===== config.mk =====
export PLATFORM = sky130hd
export DESIGN_NAME = alu_operand_loader
export DESIGN_NICKNAME = d
export VERILOG_FILES = /design/src/rtl/alu_pkg.sv /design/src/rtl/alu_loader_timeout.sv /design/src/rtl/alu_operand_loader.sv
export SDC_FILE = /design/constraint.sdc
export NUM_CORES = 1
export LEC_CHECK = 0
export BUFFER_PORTS_ARGS = -buffer_cell sky130_fd_sc_hd__buf_2
export CAP_MARGIN = 20
export CELL_PAD_IN_SITES_DETAIL_PLACEMENT = 0
export CELL_PAD_IN_SITES_GLOBAL_PLACEMENT = 1
export CORE_ASPECT_RATIO = 0.8
export CORE_MARGIN = 2
export CORE_UTILIZATION = 43
export DETAILED_ROUTE_END_ITERATION = 8
export PLACE_DENSITY = 0.78
export SYNTH_ARGS = -nofsm -noshare
export SYNTH_HDL_FRONTEND = slang
export SYNTH_HIERARCHICAL = 1
export SYNTH_SLANG_ARGS = --single-unit
export TNS_END_PERCENT = 5

===== constraint.sdc =====
create_clock -name clk -period 2.5 [get_ports clk]
set_input_delay 0.25 -clock clk [delete_from_list [all_inputs] [get_ports clk]]
set_output_delay 0.25 -clock clk [all_outputs]
set_load 0.01 [all_outputs]

===== src/rtl/alu_pkg.sv =====
// Shared definitions for the UART-fed ALU operand loader: frame header, opcodes, FSM states.
// ALU_LOADER_CHECKSUM_EN adds the CHECK state to the state encoding.
package alu_pkg;

  localparam logic [7:0] FRAME_HDR = 8'hA5;

  typedef logic [7:0] opcode_t;

  localparam opcode_t OP_ADD = 8'h01;
  localparam opcode_t OP_SUB = 8'h02;
  localparam opcode_t OP_AND = 8'h03;
  localparam opcode_t OP_OR  = 8'h04;
  localparam opcode_t OP_XOR = 8'h05;

  typedef enum logic [2:0] {
    ST_IDLE,
    ST_OPCODE,
    ST_A_BYTES,
    ST_B_BYTES,
`ifdef ALU_LOADER_CHECKSUM_EN
    ST_CHECK,
`endif
    ST_ISSUE
  } ld_state_e;

endpackage


===== src/rtl/alu_loader_timeout.sv =====
// Saturating idle-cycle counter; expired_o is high while the count equals TIMEOUT_CYCLES.
// Clear has priority over enable.
module alu_loader_timeout #(
  parameter int TIMEOUT_CYCLES = 1000
) (
  input  logic clk,
  input  logic rst_n,
  input  logic clr_i,
  input  logic en_i,
  output logic expired_o
);

  localparam int W = $clog2(TIMEOUT_CYCLES + 1);
  localparam logic [W-1:0] LIMIT = W'(TIMEOUT_CYCLES);

  logic [W-1:0] cnt_q, cnt_d;

  always_comb begin
    cnt_d = cnt_q;
    if (clr_i) begin
      cnt_d = '0;
    end else if (en_i && (cnt_q != LIMIT)) begin
      cnt_d = cnt_q + W'(1);
    end
  end

  always_ff @(posedge clk or negedge rst_n) begin
    if (!rst_n) begin
      cnt_q <= '0;
    end else begin
      cnt_q <= cnt_d;
    end
  end

  assign expired_o = (cnt_q == LIMIT);

endmodule


===== src/rtl/alu_operand_loader.sv =====
// Assembles header/opcode/A/B byte frames from a UART into a held operand set with valid/ready handoff.
// Optional trailing XOR checksum byte when ALU_LOADER_CHECKSUM_EN is defined.
module alu_operand_loader
  import alu_pkg::*;
#(
  parameter int N              = 16,
  parameter int TIMEOUT_CYCLES = 1000
) (
  input  logic         clk,
  input  logic         rst_n,
  input  logic         rx_valid,
  input  logic [7:0]   rx_data,
  output logic         out_valid,
  input  logic         out_ready,
  output logic [7:0]   opcode,
  output logic [N-1:0] a,
  output logic [N-1:0] b,
  output logic         err_timeout,
  output logic         err_checksum,
  output logic         err_overrun
);

  localparam int NB = N / 8;

  ld_state_e    state_q, state_d;
  opcode_t      opcode_q, opcode_d;
  logic [N-1:0] a_q, a_d, b_q, b_d;
  logic [1:0]   idx_q, idx_d;
  logic         err_to_q, err_to_d, err_ov_q, err_ov_d;
  logic         in_frame, tmo_expired, last_byte;
`ifdef ALU_LOADER_CHECKSUM_EN
  logic [7:0]   csum_q, csum_d;
  logic         err_ck_q, err_ck_d;
`endif

  assign in_frame  = (state_q != ST_IDLE) && (state_q != ST_ISSUE);
  assign last_byte = (idx_q == 2'(NB - 1));

  // Any byte seen inside a frame restarts the idle window.
  alu_loader_timeout #(
    .TIMEOUT_CYCLES(TIMEOUT_CYCLES)
  ) u_timeout (
    .clk      (clk),
    .rst_n    (rst_n),
    .clr_i    (!in_frame || rx_valid),
    .en_i     (in_frame && !rx_valid),
    .expired_o(tmo_expired)
  );

  always_comb begin
    state_d  = state_q;
    opcode_d = opcode_q;
    a_d      = a_q;
    b_d      = b_q;
    idx_d    = idx_q;
    err_to_d = 1'b0;
    err_ov_d = 1'b0;
`ifdef ALU_LOADER_CHECKSUM_EN
    csum_d   = csum_q;
    err_ck_d = 1'b0;
`endif
    // Expiry beats a byte arriving in the same cycle.
    if (in_frame && tmo_expired) begin
      state_d  = ST_IDLE;
      err_to_d = 1'b1;
    end else begin
      unique case (state_q)
        ST_IDLE: begin
          if (rx_valid && (rx_data == FRAME_HDR)) state_d = ST_OPCODE;
        end
        ST_OPCODE: begin
          if (rx_valid) begin
            opcode_d = rx_data;
            idx_d    = '0;
            state_d  = ST_A_BYTES;
`ifdef ALU_LOADER_CHECKSUM_EN
            csum_d   = rx_data;
`endif
          end
        end
        ST_A_BYTES: begin
          if (rx_valid) begin
            a_d   = (a_q << 8) | N'(rx_data);
            idx_d = last_byte ? 2'd0 : idx_q + 2'd1;
            if (last_byte) state_d = ST_B_BYTES;
`ifdef ALU_LOADER_CHECKSUM_EN
            csum_d = csum_q ^ rx_data;
`endif
          end
        end
        ST_B_BYTES: begin
          if (rx_valid) begin
            b_d   = (b_q << 8) | N'(rx_data);
            idx_d = last_byte ? 2'd0 : idx_q + 2'd1;
`ifdef ALU_LOADER_CHECKSUM_EN
            csum_d = csum_q ^ rx_data;
            if (last_byte) state_d = ST_CHECK;
`else
            if (last_byte) state_d = ST_ISSUE;
`endif
          end
        end
`ifdef ALU_LOADER_CHECKSUM_EN
        ST_CHECK: begin
          if (rx_valid) begin
            if (rx_data == csum_q) begin
              state_d = ST_ISSUE;
            end else begin
              state_d  = ST_IDLE;
              err_ck_d = 1'b1;
            end
          end
        end
`endif
        ST_ISSUE: begin
          if (rx_valid) err_ov_d = 1'b1;
          if (out_ready) state_d = ST_IDLE;
        end
        default: state_d = ST_IDLE;
      endcase
    end
  end

  always_ff @(posedge clk or negedge rst_n) begin
    if (!rst_n) begin
      state_q  <= ST_IDLE;
      opcode_q <= '0;
      a_q      <= '0;
      b_q      <= '0;
      idx_q    <= '0;
      err_to_q <= 1'b0;
      err_ov_q <= 1'b0;
`ifdef ALU_LOADER_CHECKSUM_EN
      csum_q   <= '0;
      err_ck_q <= 1'b0;
`endif
    end else begin
      state_q  <= state_d;
      opcode_q <= opcode_d;
      a_q      <= a_d;
      b_q      <= b_d;
      idx_q    <= idx_d;
      err_to_q <= err_to_d;
      err_ov_q <= err_ov_d;
`ifdef ALU_LOADER_CHECKSUM_EN
      csum_q   <= csum_d;
      err_ck_q <= err_ck_d;
`endif
    end
  end

  assign out_valid   = (state_q == ST_ISSUE);
  assign opcode      = opcode_q;
  assign a           = a_q;
  assign b           = b_q;
  assign err_timeout = err_to_q;
  assign err_overrun = err_ov_q;
`ifdef ALU_LOADER_CHECKSUM_EN
  assign err_checksum = err_ck_q;
`else
  assign err_checksum = 1'b0;
`endif

endmodule

# ---- Word-level counts from Yosys, hierarchy flattened
# Index checks and enable logic that the tools add are counted.
dict set report word_totals {
  output_inout_bits 44
  reg_bits 57
  in_bits 12
  elab_cells 68
}
dict set report classes {
  mux 19
  n_reduce_logical 18
  addsub 2
  bitwise 3
  eq_ne 18
}
# operator count
set op_table {}
lappend op_table {{$or A16 B8 Y16} 2}
lappend op_table {{$mux W3} 8}
lappend op_table {{$ne A3 B3 Y1 const B} 7}
lappend op_table {{$mux W10} 2}
lappend op_table {{$pmux W3 S5} 1}
lappend op_table {{$add A10 B1 Y10 const B} 1}
lappend op_table {{$eq A10 B10 Y1 const B} 1}
lappend op_table {{$ne A10 B10 Y1 const B} 1}
lappend op_table {{$reduce_and A3 Y1} 3}
lappend op_table {{$eq A8 B8 Y1 const B} 1}
lappend op_table {{$reduce_and A7 Y1} 1}
lappend op_table {{$eq A3 B2 Y1 const B} 2}
lappend op_table {{$mux W2} 3}
lappend op_table {{$logic_and A1 B1 Y1} 5}
lappend op_table {{$mux W1} 4}
lappend op_table {{$pmux W2 S2} 1}
lappend op_table {{$reduce_and A4 Y1} 1}
lappend op_table {{$reduce_bool A2 Y1} 2}
lappend op_table {{$eq A3 B1 Y1 const B} 1}
lappend op_table {{$eq A3 B3 Y1 const B} 1}
lappend op_table {{$logic_not A3 Y1} 1}
lappend op_table {{$ne A3 B1 Y1 const B} 1}
lappend op_table {{$reduce_bool A3 Y1} 1}
lappend op_table {{$add A2 B1 Y2 const B} 1}
lappend op_table {{other kinds (7)} 8}

# ---- Logic depth before layout (Yosys ltp)
dict set report depth {
  word_depth 6
  ltp_mapped 9
  ltp_nobuf 8
}

# ---- Modules after synthesis
# Netlist, hierarchy kept.
# module instances cells_each area_per_inst_um2
set modules_own_cells {}
lappend modules_own_cells {alu_operand_loader 1 133 2014.4}
lappend modules_own_cells {alu_loader_timeout 1 65 606.8}

# ---- Worst setup path after synthesis
# OpenSTA, ideal clock, no wires.
dict set report synth_timing {
  kind {register to register}
  from {register u_timeout.cnt_q[2]}
  to {register a_q[0] (netlist: a[0])}
  slack_ps 538
  setup_ps 125
  path_stages_with_launch 9
  t_arrival_ps 1836
  synth_period_minus_slack_ps 1962
  required_time_ps 2375
  cell_sequence {dfrtp_1 > and4bb_2 > nand3_1 > nor2_1 > nor2_4 > nand3_2 > nor2_8 > buf_12 > mux2_4}
}
dict set report synth_between {
  elab_chain_cells 4
}
# item line
set synth_lines {}
lappend synth_lines {{start, declared} alu_loader_timeout.sv:16} ;# logic [W-1:0] cnt_q, cnt_d;
lappend synth_lines {{start signal, assigned} alu_loader_timeout.sv:31} ;# cnt_q <= cnt_d;
lappend synth_lines {{$eq A10 B10 Y1} alu_loader_timeout.sv:35} ;# assign expired_o = (cnt_q == LIMIT);
lappend synth_lines {{via tmo_expired} alu_operand_loader.sv:30} ;# logic in_frame, tmo_expired, last_byte;
lappend synth_lines {{$logic_and A1 B1 Y1} alu_operand_loader.sv:63} ;# if (in_frame && tmo_expired) begin
lappend synth_lines {{$not A1 Y1 (no source line)} n/a}
lappend synth_lines {{$reduce_and A3 Y1 (no source line)} n/a}
lappend synth_lines {{end signal, assigned} alu_operand_loader.sv:128} ;# a_q <= '0;
lappend synth_lines {{end signal, assigned} alu_operand_loader.sv:140} ;# a_q <= a_d;
lappend synth_lines {{end, declared} alu_operand_loader.sv:27} ;# logic [N-1:0] a_q, a_d, b_q, b_d;
# The timed path passes the listed nets, and every way through them passes these cells.
# A chain may end at the register's enable or synchronous reset.

# ---- Worst setup path in the final report
dict set report layout_timing {
  from {register u_timeout.cnt_q[2]}
  to {register a_q[7] (netlist: a[7])}
}
# The elaborated chain is that of the path after synthesis.

==> impl_metrics.csv <==
group,metric,value,unit
outcome,status,"completed",
yosys,syn_inst,198,
clocking,htreeDepth,3,
clocking,cts_resized,0,
worst_setup_path,arrival,2.45,ns
clocking,ctsLongestPathBuffers,2,
timing,layout_min_cycle_time,2.24,ns
floorplanning,rows,25,
yosys,yosysSeqAreaShare,0.544,
yosys,netlist-cell-type-count,49,
timing,slew_headroom,0.566,
detailed_routing,route.met3.wl,250,um
worst_setup_path,cp_slowest_cell,"dfrtp_1",
timing,setup_viol,0,
global_routing,grt_max_degree,30,
layout,antenna_cells,0,
worst_setup_path,path_cells,"and4bb_2 -> nand3_1 -> nor2_1 -> nor2_4 -> nand3_2 -> nor2_8 -> mux2_2",
timing,fmax,0.447,GHz
yosys,ys_top_cells_by_count,"dfrtp_1 (57), mux2_2 (22), mux2_4 (18), inv_1 (11), nor2_1 (9)",
floorplanning,start_util,0.443,
yosys,ys_warn_count,6,
yosys,syn_avg_cell_area,13.2,um^2
clocking,cts_root_buf,"clkbuf_8",
min_path,min-delay-path-class,"input pin to flop",
detailed_routing,via_per_inst,5.05,
clocking,clock_sinks,57,
layout,area_delta_synth_final,20.8,%
floorplanning,dieArea,6740,um^2
floorplanning,fp.dieW,91.3,um
pwr,power,3.90,mW
floorplanning,die_h,73.8,um
yosys,synth_top_area_share,0.544,
worst_setup_path,worstPathMaxFanout,16,
detailed_routing,dr.max_layer_used,"met4",
yosys,syn_nets,212,
worst_setup_path,slowest_delay,0.47,ns
global_routing,overflow,0,
placed_design,port-buffer-count,54,
placed_design,dpl.hpwl,3810,um
detailed_routing,wirelength,5300,um
clocking,clock_latency,0.33,ns
yosys,synth_top_area_cell,"dfrtp_1",
timing,skew,0.00694,ns
yosys,synthArstFlopShare,1.00,
layout,fin_nets,273,
timing,report.final.slew_viol_count,0,
global_routing,grt_pass1_vias,1634,
detailed_routing,antenna_left,0,
yosys,synth_seq_cells,57,
placed_design,routabilityCongestion,0.769,
run,cap_violations,0,
detailed_routing,vias,1741,
yosys,synth_area_leaders,"dfrtp_1 (54%), mux2_4 (10%), mux2_2 (9.5%), inv_1 (1.6%), nand3_1 (1.3%)",
worst_setup_path,r2r_setup_slack,0.26,ns
yosys,synthesis.area,2620,um^2
layout,drive_above_1_share,0.470,
detailed_routing,wl_per_cell,15.4,um
floorplanning,coreArea,5910,um^2
timing,tns,0,ns
clocking,cts_tree,"built",
yosys,ys.flop_type,"dfrtp_1",
detailed_routing,drt-met1-wl,2580,um
worst_setup_path,crit_type,"flop to flop",
worst_setup_path,start_kind,"flop",
pwr,powerDensity,1230,nW/um^2
detailed_routing,dr.pass1.iters,4,
floorplanning,io_pins,56,
pwr,peakVddDrop,0.694,mV
yosys,synth.most_common_cell,"dfrtp_1",
worst_setup_path,crit_required,2.71,ns
detailed_routing,drt_iter0_drc,79,
timing,grt_setup_unrepaired,"false",
pwr,leakage,1.53,nW
timing,fin_crit_sh,0.895,
yosys,synth_edf_count,0,
clocking,numCtsBuffers,9,
timing,tightest_slew,0.651,ns
layout,fillCellCount,521,
global_routing,antenna_found_initial,0,
global_routing,grtUsageTotal,0.168,
worst_setup_path,crit_path_end_kind,"flop",
detailed_routing,drc,0,
clocking,clkTransAtPathRegs,0.07,ns
timing,finalHoldViolations,0,
global_routing,grt_pass1_wl,8530,um
detailed_routing,met2_length,2440,um
[report_power, final]
group / total, mW / switching [mW] / leakage (nW) / internal (mW)
combinational: 1.47 / 0.670 / 0.718 / 0.802
clock: 0.832 / 0.373 / 0.103 / 0.459
sequential: 1.60 / 0.299 / 0.707 / 1.30
[through the flow]
step | util | std cells | setup WS, ns | cell area [um^2] | hold WS (ns)
detailed placement | 0.501 | 328 | 0.286 | 2960 | 0.316
global placement | 0.501 | 328 | 0.382 | 2960 | 0.317
finish | 0.535 | 345 | 0.262 | 3170 | 0.114
global route | 0.535 | 345 | 0.104 | 3170 | 0.109
floorplan | - | 198 | 0.538 | 2620 | -0.0456
CTS | 0.535 | 345 | 0.252 | 3170 | 0.102
[flip-flops by register name, indices dropped and copies added (netlist names)]
signal,count
b,16
idx_q,2
opcode,8
state_q,3
err_overrun,1
err_timeout,1
a,16
u_timeout/cnt_q,10
[layout by cell type, fill, tap and decap left out, drive strengths merged, types with 2 or more instances in the layout]
| cell | Yosys | final |
|---|---|---|
| a21oi | 5 | 5 |
| a31oi | 3 | 3 |
| a41oi | 2 | 2 |
| and3 | 3 | 3 |
| buf | 6 | 56 |
| clkbuf | 1 | 9 |
| clkinv | 0 | 6 |
| dfrtp | 57 | 57 |
| ha | 2 | 2 |
| inv | 11 | 11 |
| mux2 | 41 | 41 |
| nand2 | 8 | 8 |
| nand3 | 9 | 9 |
| nand4 | 4 | 4 |
| nor2 | 12 | 12 |
| nor2b | 3 | 3 |
| o21a | 2 | 2 |
| o21ai | 8 | 8 |
| o31ai | 2 | 2 |
| or4 | 2 | 2 |
[logic make-up (layout without fill, tap and decap cells)]
| family | Yosys count | count (layout) | synth area share |
|---|---|---|---|
| AO/OA/AOI/OAI | 28 | 28 | 0.0726 |
| XOR/XNOR | 2 | 2 | 0.00668 |
| adder cells (fa/ha/maj) | 2 | 2 | 0.00955 |
| buffers and inverters | 18 | 84 | 0.0387 |
| flip-flops | 57 | 57 | 0.544 |
| multiplexers | 42 | 42 | 0.206 |
| other | 1 | 1 | 0.00143 |
| AND/OR/NAND/NOR | 48 | 48 | 0.121 |
[routing by layer]
layer / GRT usage / up-vias
met5: 0 / -
met3: 0.0503 / 2
met1: 0.238 / 860
met2: 0.244 / 44
li1: - / 835
met4: 0.0657 / 0
[what timing repair did]
| item | in CTS | in global routing |
|---|---|---|
| buffers inserted | 0 | 0 |
| hold buffers | 1 | 0 |
| endpoints found under the hold margin | 28 | 0 |
[critical path: cells and delay by family (launching register included)]
kind / cells / cell delay, ns
flip-flops: 1 / 0.47
multiplexers: 1 / 0.39
AND/OR/NAND/NOR: 6 / 1.26
[final cells by class]
cell class / instances / area [um^2] / area share
clock inverter: 7 / 71.3 / 0.0225
timing repair buffer: 57 / 308 / 0.0972
inverter: 11 / 41.3 / 0.0130
multi-input combinational: 123 / 1090 / 0.345
sequential: 57 / 1430 / 0.451
clock buffer: 9 / 124 / 0.0391
tap: 81 / 101 / 0.0320
[path summary, 6_finish.rpt]
kind / depth (start not counted) / start / endpoint
max: 7 / u_timeout/cnt_q[2] / a[7]
min: 2 / out_ready / state_q[2]
max reg2reg: 7 / u_timeout/cnt_q[2] / a[7]
min reg2reg: 1 / opcode[6] / opcode[6]
max in group asynchronous: 3 / rst_n / u_timeout/cnt_q[5]
min in group asynchronous: 2 / rst_n / opcode[4]
Note: power is estimated with default switching activity, not from simulation.
